File: config.mk
export PLATFORM = sky130hd
export DESIGN_NAME = spi_master_multi_flat
export DESIGN_NICKNAME = d
export VERILOG_FILES = /design/src/rtl/spi_master_multi_if.sv /design/src/rtl/spi_master_multi.sv /design/src/flat_wrapper.sv
export SDC_FILE = /design/constraint.sdc
export NUM_CORES = 1
export LEC_CHECK = 0
export CORE_ASPECT_RATIO = 0.7
export CORE_MARGIN = 5
export CORE_UTILIZATION = 49
export CTS_CLUSTER_SIZE = 40
export DETAILED_ROUTE_END_ITERATION = 8
export PLACE_DENSITY = 0.79
export REMOVE_ABC_BUFFERS = 1
export SYNTH_ARGS = -nofsm -noshare
export SYNTH_HDL_FRONTEND = slang
export SYNTH_SLANG_ARGS = --single-unit
File: constraint.sdc
create_clock -name clk -period 1.8 [get_ports clk]
set_input_delay 0.27 -clock clk [delete_from_list [all_inputs] [get_ports clk]]
set_output_delay 0.27 -clock clk [all_outputs]
set_load 0.02 [all_outputs]
File: src/rtl/spi_master_multi_if.sv
// Fabric-side handshake bundle for spi_master_multi.
// The "master" modport is the fabric logic that requests frames; the
// "slave" modport is the SPI master block that serves them.
// Optional feature macro: SPI_MASTER_MULTI_LSB_FIRST_EN adds lsb_first.
interface spi_master_multi_if #(
    parameter int FRAME_LEN = 16
);
    logic                 start;
    logic [FRAME_LEN-1:0] tx_data;
    logic                 cpol;
    logic                 cpha;
    logic [2:0]           cs_sel;
`ifdef SPI_MASTER_MULTI_LSB_FIRST_EN
    logic                 lsb_first;
`endif
    logic                 busy;
    logic                 done;
    logic [FRAME_LEN-1:0] rx_data;

`ifdef SPI_MASTER_MULTI_LSB_FIRST_EN
    modport master (output start, tx_data, cpol, cpha, cs_sel, lsb_first,
                    input  busy, done, rx_data);
    modport slave  (input  start, tx_data, cpol, cpha, cs_sel, lsb_first,
                    output busy, done, rx_data);
`else
    modport master (output start, tx_data, cpol, cpha, cs_sel,
                    input  busy, done, rx_data);
    modport slave  (input  start, tx_data, cpol, cpha, cs_sel,
                    output busy, done, rx_data);
`endif
endinterface

File: src/rtl/spi_master_multi.sv
// Parameterised SPI master: all four SPI modes, CS_COUNT active-low selects,
// programmable half-bit time and inter-frame gap, start/busy/done handshake.
// Frame sequence: IDLE -> SETUP -> SHIFT -> HOLD -> GAP -> IDLE.
// Optional feature macro: SPI_MASTER_MULTI_LSB_FIRST_EN (adds lsb_first to
// the handshake bundle; without it every transfer is MSB first).
// LSB-first frames are handled by bit-reversing the word on the way in and
// out, so the shifter itself only ever works MSB first.
module spi_master_multi #(
    parameter int FRAME_LEN     = 16,
    parameter int HALF_BIT      = 25,
    parameter int CS_COUNT      = 1,
    parameter int GAP_HALF_BITS = 4
) (
    input  logic                clk,
    input  logic                rst_n,
    spi_master_multi_if.slave   bus,
    output logic [CS_COUNT-1:0] ssel_n_o,
    output logic                sclk_o,
    output logic                mosi_o,
    input  logic                miso_i
);

    localparam logic [2:0] S_IDLE  = 3'd0;
    localparam logic [2:0] S_SETUP = 3'd1;
    localparam logic [2:0] S_SHIFT = 3'd2;
    localparam logic [2:0] S_HOLD  = 3'd3;
    localparam logic [2:0] S_GAP   = 3'd4;

    localparam int CW       = $clog2(HALF_BIT);
    localparam int EDGE_MAX = (2 * FRAME_LEN > GAP_HALF_BITS) ? 2 * FRAME_LEN : GAP_HALF_BITS;
    localparam int EW       = $clog2(EDGE_MAX + 1);

    localparam logic [CW-1:0] CNT_LAST  = CW'(HALF_BIT - 1);
    localparam logic [EW-1:0] EDGE_LAST = EW'(2 * FRAME_LEN);
    localparam logic [EW-1:0] GAP_LAST  = EW'(GAP_HALF_BITS);

    logic [2:0]           state_q, state_d;
    logic [CW-1:0]        cnt_q, cnt_d;
    logic [EW-1:0]        edge_q, edge_d;
    logic [FRAME_LEN-1:0] tx_q, tx_d;
    logic [FRAME_LEN-1:0] rx_q, rx_d;
    logic [FRAME_LEN-1:0] rx_data_q, rx_data_d;
    logic                 cpol_q, cpol_d;
    logic                 cpha_q, cpha_d;
    logic [CS_COUNT-1:0]  ssel_q, ssel_d;
    logic                 sclk_q, sclk_d;
    logic                 mosi_q, mosi_d;
    logic                 busy_q, busy_d;
    logic                 done_q, done_d;

    logic                 half_end;
    logic [EW-1:0]        edge_next;
    logic                 sample_now;
    logic [FRAME_LEN-1:0] load_word;
    logic [FRAME_LEN-1:0] rx_word;

    assign half_end   = (cnt_q == CNT_LAST);
    assign edge_next  = edge_q + EW'(1);
    // Odd edges are leading; cpha=0 samples on leading, cpha=1 on trailing.
    assign sample_now = edge_next[0] ^ cpha_q;

`ifdef SPI_MASTER_MULTI_LSB_FIRST_EN
    logic lsb_q;

    function automatic logic [FRAME_LEN-1:0] reverse_bits(input logic [FRAME_LEN-1:0] v);
        logic [FRAME_LEN-1:0] r;
        for (int i = 0; i < FRAME_LEN; i++) r[i] = v[FRAME_LEN-1-i];
        return r;
    endfunction

    // Capture the bit-order choice together with the rest of the frame setup.
    always_ff @(posedge clk) begin
        if (!rst_n) lsb_q <= 1'b0;
        else if (state_q == S_IDLE && bus.start) lsb_q <= bus.lsb_first;
    end

    // Reverse the word in and out so the shifter always runs MSB first.
    always_comb begin
        load_word = bus.lsb_first ? reverse_bits(bus.tx_data) : bus.tx_data;
        rx_word   = lsb_q ? reverse_bits(rx_q) : rx_q;
    end
`else
    assign load_word = bus.tx_data;
    assign rx_word   = rx_q;
`endif

    // Next-state logic: half-bit timing, SCLK edges, shifting and handshake.
    always_comb begin
        state_d   = state_q;
        cnt_d     = cnt_q;
        edge_d    = edge_q;
        tx_d      = tx_q;
        rx_d      = rx_q;
        rx_data_d = rx_data_q;
        cpol_d    = cpol_q;
        cpha_d    = cpha_q;
        ssel_d    = ssel_q;
        sclk_d    = sclk_q;
        mosi_d    = mosi_q;
        busy_d    = busy_q;
        done_d    = 1'b0;

        if (state_q != S_IDLE) cnt_d = half_end ? '0 : cnt_q + CW'(1);

        case (state_q)
            S_IDLE: begin
                cnt_d = '0;
                if (bus.start) begin
                    state_d = S_SETUP;
                    busy_d  = 1'b1;
                    cpol_d  = bus.cpol;
                    cpha_d  = bus.cpha;
                    sclk_d  = bus.cpol;
                    edge_d  = '0;
                    rx_d    = '0;
                    ssel_d  = '1;
                    if (int'(bus.cs_sel) < CS_COUNT) ssel_d = ~(CS_COUNT'(1) << bus.cs_sel);
                    if (bus.cpha) begin
                        mosi_d = 1'b0;
                        tx_d   = load_word;
                    end else begin
                        mosi_d = load_word[FRAME_LEN-1];
                        tx_d   = load_word << 1;
                    end
                end
            end
            S_SETUP, S_SHIFT: begin
                if (half_end) begin
                    edge_d = edge_next;
                    sclk_d = ~sclk_q;
                    if (sample_now) begin
                        rx_d = {rx_q[FRAME_LEN-2:0], miso_i};
                    end else if (edge_next != EDGE_LAST) begin
                        mosi_d = tx_q[FRAME_LEN-1];
                        tx_d   = tx_q << 1;
                    end
                    if (edge_next == EDGE_LAST) begin
                        state_d = S_HOLD;
                        sclk_d  = cpol_q;
                        mosi_d  = 1'b0;
                    end else begin
                        state_d = S_SHIFT;
                    end
                end
            end
            S_HOLD: begin
                if (half_end) begin
                    ssel_d = '1;
                    edge_d = '0;
                    if (GAP_HALF_BITS == 0) begin
                        state_d   = S_IDLE;
                        busy_d    = 1'b0;
                        done_d    = 1'b1;
                        rx_data_d = rx_word;
                    end else begin
                        state_d = S_GAP;
                    end
                end
            end
            S_GAP: begin
                if (half_end) begin
                    edge_d = edge_next;
                    if (edge_next == GAP_LAST) begin
                        state_d   = S_IDLE;
                        busy_d    = 1'b0;
                        done_d    = 1'b1;
                        rx_data_d = rx_word;
                    end
                end
            end
            default: state_d = S_IDLE;
        endcase
    end

    // State register with synchronous active-low reset; a mid-frame reset drops the frame silently.
    always_ff @(posedge clk) begin
        if (!rst_n) begin
            state_q   <= S_IDLE;
            cnt_q     <= '0;
            edge_q    <= '0;
            tx_q      <= '0;
            rx_q      <= '0;
            rx_data_q <= '0;
            cpol_q    <= 1'b0;
            cpha_q    <= 1'b0;
            ssel_q    <= '1;
            sclk_q    <= 1'b0;
            mosi_q    <= 1'b0;
            busy_q    <= 1'b0;
            done_q    <= 1'b0;
        end else begin
            state_q   <= state_d;
            cnt_q     <= cnt_d;
            edge_q    <= edge_d;
            tx_q      <= tx_d;
            rx_q      <= rx_d;
            rx_data_q <= rx_data_d;
            cpol_q    <= cpol_d;
            cpha_q    <= cpha_d;
            ssel_q    <= ssel_d;
            sclk_q    <= sclk_d;
            mosi_q    <= mosi_d;
            busy_q    <= busy_d;
            done_q    <= done_d;
        end
    end

    assign bus.busy    = busy_q;
    assign bus.done    = done_q;
    assign bus.rx_data = rx_data_q;
    assign ssel_n_o    = ssel_q;
    assign sclk_o      = sclk_q;
    assign mosi_o      = mosi_q;

endmodule

File: src/flat_wrapper.sv
// flat-port wrapper written by rule: the top's interface ports become plain ports
module spi_master_multi_flat 
#(
    parameter int FRAME_LEN     = 16,
    parameter int HALF_BIT      = 25,
    parameter int CS_COUNT      = 1,
    parameter int GAP_HALF_BITS = 4
)
  (clk, rst_n, ssel_n_o, sclk_o, mosi_o, miso_i, bus_start, bus_tx_data, bus_cpol, bus_cpha, bus_cs_sel, bus_busy, bus_done, bus_rx_data);
  spi_master_multi_if #(.FRAME_LEN(FRAME_LEN)) bus_i ();
  input  logic clk;
  input  logic rst_n;
  output logic [CS_COUNT-1:0] ssel_n_o;
  output logic sclk_o;
  output logic mosi_o;
  input  logic miso_i;
  input wire logic [$bits(bus_i.start)-1:0] bus_start;
  input wire logic [$bits(bus_i.tx_data)-1:0] bus_tx_data;
  input wire logic [$bits(bus_i.cpol)-1:0] bus_cpol;
  input wire logic [$bits(bus_i.cpha)-1:0] bus_cpha;
  input wire logic [$bits(bus_i.cs_sel)-1:0] bus_cs_sel;
  output wire logic [$bits(bus_i.busy)-1:0] bus_busy;
  output wire logic [$bits(bus_i.done)-1:0] bus_done;
  output wire logic [$bits(bus_i.rx_data)-1:0] bus_rx_data;
  assign bus_i.start = bus_start;
  assign bus_i.tx_data = bus_tx_data;
  assign bus_i.cpol = bus_cpol;
  assign bus_i.cpha = bus_cpha;
  assign bus_i.cs_sel = bus_cs_sel;
  assign bus_busy = bus_i.busy;
  assign bus_done = bus_i.done;
  assign bus_rx_data = bus_i.rx_data;
  spi_master_multi #(.FRAME_LEN(FRAME_LEN), .HALF_BIT(HALF_BIT), .CS_COUNT(CS_COUNT), .GAP_HALF_BITS(GAP_HALF_BITS)) u_core (.clk(clk), .rst_n(rst_n), .bus(bus_i), .ssel_n_o(ssel_n_o), .sclk_o(sclk_o), .mosi_o(mosi_o), .miso_i(miso_i));
endmodule
==> impl_results.md, run 1 <==
* Post-DP Area at 3979 sq um
* Vias post-DR at 3019
* Worst VDD drop at 0.3891 mV
* Post-synthesis register bit count at 69
* Io pins at 46
* CTS root buf: clkbuf_8
* Final setup violation count at 3
* WP data arrival at 2110 ps
* Final core occ at 68.98%
* Post-synthesis sequential area ratio at 42.58%
* Largest family of logic cells by synthesized area: simple AND/OR/NAND/NOR gates
* Total track usage at 19.49%
* Post-synthesis xor/xnor area fraction at 2.160%
* CP Cell Sequence: buf_6 -> xor2_4 -> mux2i_1 -> o32a_1 -> a21oi_4 -> buf_12 -> mux2i_2
* Yosys cell types at 46
* Final hold violations at 0
* Gate Count Post-Synth at 389
* Fill count at 479
* Initial antenna violation count at 0
* Die width at 107.3 microns
* Initial core utilization at 51.20%
* Antenna cells at 0
* CTS tree: done
* Post-route insts no fill at 554
* Synth area leaders: dfxtp_1 43%, nand2_1 10%, mux2i_1 10%, a21oi_1 6.3%, o211ai_1 4.2%
* Layout area overhead at 34.71%
* Simple-gate share of the synthesized area at 22.29%
* First-pass GRT wire length at 13.19 mm
* Site Rows at 24
* Violated checks: negative setup slack
* Dpl hpwl at 5.513 mm
* Commonest register cell after synthesis: dfxtp_1
* Layout Skew at 7.974 ps
* Drt pass-1 iters at 4
* Synth top area share at 42.58%
* Final Routed Wirelength at 8.316 mm
* Mux contribution to synthesized area at 10.18%
* HP Class: flop to flop
* Startpoint types: flop
* Post-route clock period utilization at 102.0%
* Multi-input logic area at 1759 sq um
* Post-route setup slack at -35.88 ps
* Post-Place Cells at 528
* Post-Syn Area at 3244 sq um
* Yosys warns at 0
* Die Y at 78.08 microns
* Per-cell routed wire length at 15.01 microns
* Largest net degree at the start of global routing at 43
* PortBufs at 45
* Reg2Reg Depth at 7
* Max incr delay on CP at 400 ps
* RSZ-0062 raised after global routing: true
* CTS H-tree lvls at 3
* Final Critical Period at 1836 ps
* CTS Buf Count at 9
* Average cell area after synthesis at 8.340 sq um
* Design area at 4370 sq um
* Number of flops mapped to enable cells by yosys at 0
* Synth Area in Compound Gates at 16.47%
* GPL Wtd Cong at 0.8170
* Core area at 6336 sq um
* Grt total ovfl at 0
* Die area at 8374 sq um
* Clock buffer depth at 2
* Fmax at 0.5447 GHz
* PwrDens at 815.2 nW/um^2
* Overall Power at 3.563 mW
* Slew headroom at 71.44%
* Share of cells above drive strength 1 at 17.93%
* Critical Path Slowest Stage Cell: o32a_1
* Largest area contributor in the netlist: dfxtp_1
* DRT iter0 DRCs at 194
* Sequential Area at 1386 sq um
* Clock sink count at 69
* Max-cap violations at 0
* Post-Synth Adder-Cell Area at 1.157%
* Final #Nets at 486
* Hold path cells at 2
* Crit Path Category: flop to flop
* Setup TNS at -60.93 ps
* Actual slew at the worst max-slew pin at 426.8 ps
* P_leak at 1.618 nW
* Status: finished with violations
* WP data required at 2070 ps
* Antenna Nets Post-Route at 0
* Drt drc at 0
* Clk Latency, worst-skew pair at 350 ps
* Post-synth ARST share at 0%
* Worst setup EP type: flop
* Clock-pin slew on the worst setup and hold paths at 80 ps
* Via density per instance at 5.449
* CP max FO at 8
* Vias in the first global route at 2754
* Max-slew violation count at 0
==> routing by layer <==
layer / GRT usage (%) / vias to the layer above / share of wire (%)
met4: 5.492 / 0 / 1.8
li1: - / 1508 / -
met1: 24.59 / 1405 / 44
met5: 0 / - / 0
met2: 32.27 / 87 / 48
met3: 6.148 / 19 / 5.5
==> logic make-up after synthesis <==
group                      after synthesis
adders and majority gates                3
buffers and inverters                   35
AOI/OAI and AO/OA                       85
and+or+nand+nor                        156
DFF                                     69
xor gates and xnor gates                 8
muxes                                   33
==> cell usage after synthesis, types with 2 or more instances <==
master	number
nand2_1	89
ha_1	3
nand4b_1	3
a21oi_1	41
o211ai_1	18
a211oi_1	2
xor2_1	5
or2_2	2
mux2i_1	33
nor2_2	2
dfxtp_1	69
nor4_1	2
nand3_1	4
nand4_1	19
o21ai_0	11
and4b_1	2
nor2_1	20
buf_4	3
nand3b_1	2
inv_1	6
and3_1	2
nor3_1	2
xnor2_1	3
clkbuf_1	14
buf_2	11
==> cell usage in the layout, fill, tap and decap left out, drive strengths merged, types with 5 or more instances in the layout <==
cell type	count
nand2	90
inv	7
o21ai	13
mux2i	33
nand4	19
clkbuf	10
buf	41
o211ai	18
a21oi	42
dfxtp	69
xor2	5
nor2	22
clkdlybuf4s50	45
==> worst paths after layout <==
check	start	to	slack, ps
max	u_core.edge_q[0]	u_core.tx_q[2]	-40
min	u_core.bus.rx_data[8]	u_core.bus.rx_data[8]	450
max reg2reg	u_core.edge_q[0]	u_core.tx_q[2]	-40
min reg2reg	u_core.bus.rx_data[8]	u_core.bus.rx_data[8]	450
==> worst max-delay path, delay by kind of cell (launching register included) <==
| kind | cells | cell delay, ps |
|---|---|---|
| AOI/OAI and AO/OA | 2 | 600 |
| DFF | 1 | 350 |
| muxes | 2 | 330 |
| buffers and inverters | 2 | 310 |
| xor gates and xnor gates | 1 | 160 |
==> report_power, final <==
| part | internal (mW) | switching [mW] | leakage, nW |
|---|---|---|---|
| Sequential | 1.58 | 0.0378 | 0.561 |
| Combinational | 0.256 | 0.276 | 0.947 |
| Clock | 0.786 | 0.625 | 0.110 |
| Total | 2.62 | 0.939 | 1.62 |
==> timing repair <==
item	4_1_cts	5_1_grt
gates resized for setup	4	20
gates cloned	0	1
pin swaps	1	9
setup endpoints to repair	30	55
setup buffers	2	7
endpoints found under the hold margin	0	0
hold buffers	0	0
==> per-stage QoR <==
stage               hold slack, ps  setup slack, ps
floorplan                    346.2           -295.0
global placement             438.3           -21.24
detailed placement           445.0           -111.2
CTS                          455.3           -9.535
global route                 473.3           -119.2
finish                       451.7           -35.88
==> cell type report <==
class | count | share of cell area (%)
Inverter | 6 | 0.5153
Timing Repair Buffer | 87 | 19.81
Multi-Input combinational cell | 285 | 40.25
Clock inverter | 7 | 2.262
Clock buffer | 9 | 2.834
Tap cell | 91 | 2.605
Sequential cell | 69 | 31.72
==> state kept, by name (all words and copies together) (netlist names) <==
| name | cells |
|---|---|
| u_core.state_q | 3 |
| u_core.edge_q | 6 |
| u_core.cpha_q | 1 |
| u_core.bus.done | 1 |
| u_core.tx_q | 16 |
| u_core.rx_q | 16 |
| u_core.mosi_o | 1 |
| u_core.cnt_q | 5 |
| u_core.sclk_o | 1 |
| u_core.bus.busy | 1 |
| u_core.bus.rx_data | 16 |
| u_core.cpol_q | 1 |
| u_core.ssel_n_o | 1 |
(Power assumes the default switching activity.)
==> inputs of run 2 (changes only) <==
--- a/config.mk
+++ b/config.mk
@@ -8,6 +8,7 @@
 export CORE_ASPECT_RATIO = 0.7
 export CORE_MARGIN = 5
 export CORE_UTILIZATION = 49
+export CTS_CLUSTER_DIAMETER = 60
 export CTS_CLUSTER_SIZE = 40
 export DETAILED_ROUTE_END_ITERATION = 8
 export PLACE_DENSITY = 0.79
==> results of run 2 <==
The final DEF is identical to that of run 1; final timing and power are the same.
==> inputs of run 3 (changes only) <==
--- a/config.mk
+++ b/config.mk
@@ -7,11 +7,11 @@
 export LEC_CHECK = 0
 export CORE_ASPECT_RATIO = 0.7
 export CORE_MARGIN = 5
-export CORE_UTILIZATION = 49
+export CORE_UTILIZATION = 25
 export CTS_CLUSTER_DIAMETER = 60
 export CTS_CLUSTER_SIZE = 40
 export DETAILED_ROUTE_END_ITERATION = 8
-export PLACE_DENSITY = 0.79
+export PLACE_DENSITY = 0.47
 export REMOVE_ABC_BUFFERS = 1
 export SYNTH_ARGS = -nofsm -noshare
 export SYNTH_HDL_FRONTEND = slang
==> impl_results.md, run 3 (synthesized netlist as in run 1, its figures left out) <==
* Final hold violations at 0
* Commonest cells after routing, fill and taps aside: 89 x nand2_1, 67 x dfxtp_1, 45 x clkdlybuf4s50_1
* GPL Wtd Cong at 0.7863
* Die area at 15390 sq um
* Layout Skew at 6.265 ps
* Vias in the first global route at 2739
* Critical path's top delay family: compound AO/OA/AOI/OAI gates
* P_leak at 1.642 nW
* Antenna cells at 0
* Actual slew at the worst max-slew pin at 450.3 ps
* Max-cap violations at 0
* Status: completed
* CP max FO at 8
* Die Y at 105.3 microns
* Critical path endpoint: u_core.tx_q[4]
* WP data required at 2060 ps
* Worst setup EP type: flop
* PortBufs at 45
* Fill count at 1253
* Per-cell routed wire length at 13.12 microns
* Startpoint types: flop
* R2R Setup Slk at 70 ps
* Total track usage at 10.75%
* Overall Power at 3.934 mW
* Die width at 146.2 microns
* Clock sink count at 69
* RSZ-0062 raised after global routing: true
* R2r startpoint: u_core.edge_q[0]
* Max incr delay on CP at 350 ps
* Critical path buffers and inverters at 2
* Reg2Reg Depth at 7
* Max-slew violation count at 0
* Clk Latency, worst-skew pair at 340 ps
* CTS Buf Count at 9
* Final #Nets at 484
* Final Critical Period at 1732 ps
* Critical Path Slowest Stage Cell: dfxtp_2
* Most common cell after layout, fill and taps aside: nand2_1
* CP Cell Sequence: buf_6 -> xor2_2 -> mux2i_1 -> o32a_1 -> a21oi_4 -> buf_12 -> mux2i_2
* Via density per instance at 4.629
* HP Class: flop to flop
* Dpl hpwl at 5.795 mm
* Worst hold margin at 448.4 ps
* Slew headroom at 69.66%
* Grt total ovfl at 0
* Core area at 12550 sq um
* CTS H-tree lvls at 3
* Post-route clock period utilization at 96.21%
* Clock buffer depth at 2
* Multi-input logic area at 1743 sq um
* Sequential Area at 1384 sq um
* Antenna Nets Post-Route at 0
* Setup TNS at 0 ps
* Post-route insts no fill at 623
* Crit Path Category: flop to flop
* Vias post-DR at 2884
* CP Depth at 7
* Post-Place Cells at 603
* Fmax at 0.5775 GHz
* Clock-pin slew on the worst setup and hold paths at 60 ps
* Initial antenna violation count at 0
* Drt drc at 0
* Final Routed Wirelength at 8.176 mm
* Io pins at 46
* First-pass GRT wire length at 13.64 mm
* Largest net degree at the start of global routing at 35
* Worst VDD drop at 0.4107 mV
* DRT iter0 DRCs at 141
* Placement Setup Slack at -98.78 ps
* Layout area overhead at 38.99%
* Final setup violation count at 0
* PwrDens at 872.4 nW/um^2
* Initial core utilization at 25.85%
* WP data arrival at 1990 ps
* Post-route setup slack at 68.30 ps
* Worst Setup SP: u_core.edge_q[0]
* R2r endpoint: u_core.tx_q[4]
* Hold Startpoint: u_core.bus.rx_data[15]
* Site Rows at 34
* CTS root buf: clkbuf_16
* Drt pass-1 iters at 6
* Cts hold-fix bufs at 0
* CTS tree: done
* Share of cells above drive strength 1 at 16.05%
## run 3: changes by cell type in the layout (fill, tap and decap cells not counted), moves of 2 or more
cell,before,now
clkbuf_16,1,10
clkbuf_8,9,0
o21ai_0,8,11
o21ai_1,4,1
buf_4,33,31
dfxtp_1,65,67
dfxtp_2,4,2
inv_1,4,6
inv_2,2,0
inv_6,1,3
## run 3: routing by layer
metal | part of all wire, % | track usage [%]
met1 | 52 | 14.55
met2 | 44 | 16.18
met3 | 3.1 | 3.218
met4 | 1.4 | 4.027
met5 | 0 | 0
## run 3: layout make-up
cell class              instances  area share [%]
clock buffers                   9           4.994
clock inverters                 7           1.804
inverters                       6          0.4994
multi-input cells             285           38.65
flip-flops and latches         69           30.69
well taps                     162           4.495
repair buffers                 85           18.87
## run 3: power breakdown
| group | total (mW) | internal, mW | switching, mW |
|---|---|---|---|
| sequential | 1.61 | 1.58 | 0.0316 |
| combinational | 0.515 | 0.247 | 0.268 |
| clock | 1.81 | 1.09 | 0.715 |
| total | 3.93 | 2.92 | 1.01 |
## run 3: how the worst min path moves through the flow
stage	end	slack (ps)	cells past startpoint
6_report	u_core.bus.rx_data[15]	450	2
5_1_grt	u_core.bus.rx_data[14]	470	2
4_1_cts	u_core.bus.rx_data[5]	460	2
3_5_place_dp	u_core.bus.rx_data[7]	440	2
3_3_place_gp	u_core.bus.rx_data[2]	440	2
2_1_floorplan	u_core.ssel_n_o	350	1
## run 3: repair_timing
item | CTS | global route
pin swaps | 1 | 4
gates resized for setup | 3 | 12
cloned | 0 | 1
setup endpoints to repair | 18 | 52
buffers inserted | 2 | 1
## run 3: tightest hold or removal path: cells and delay by family, from the launching register on
family	cells	cell delay [ps]
AOI/OAI and AO/OA	1	50
DFF	1	300
and+or+nand+nor	1	50
## run 3: metrics by stage
stage                     cell area [sq um]  util, %
final                                  4509    35.93
after global routing                   4509    35.93
after CTS                              4433    35.32
after detailed placement               4098    32.65
after global placement                 4098    32.65
after floorplan                        3099        -
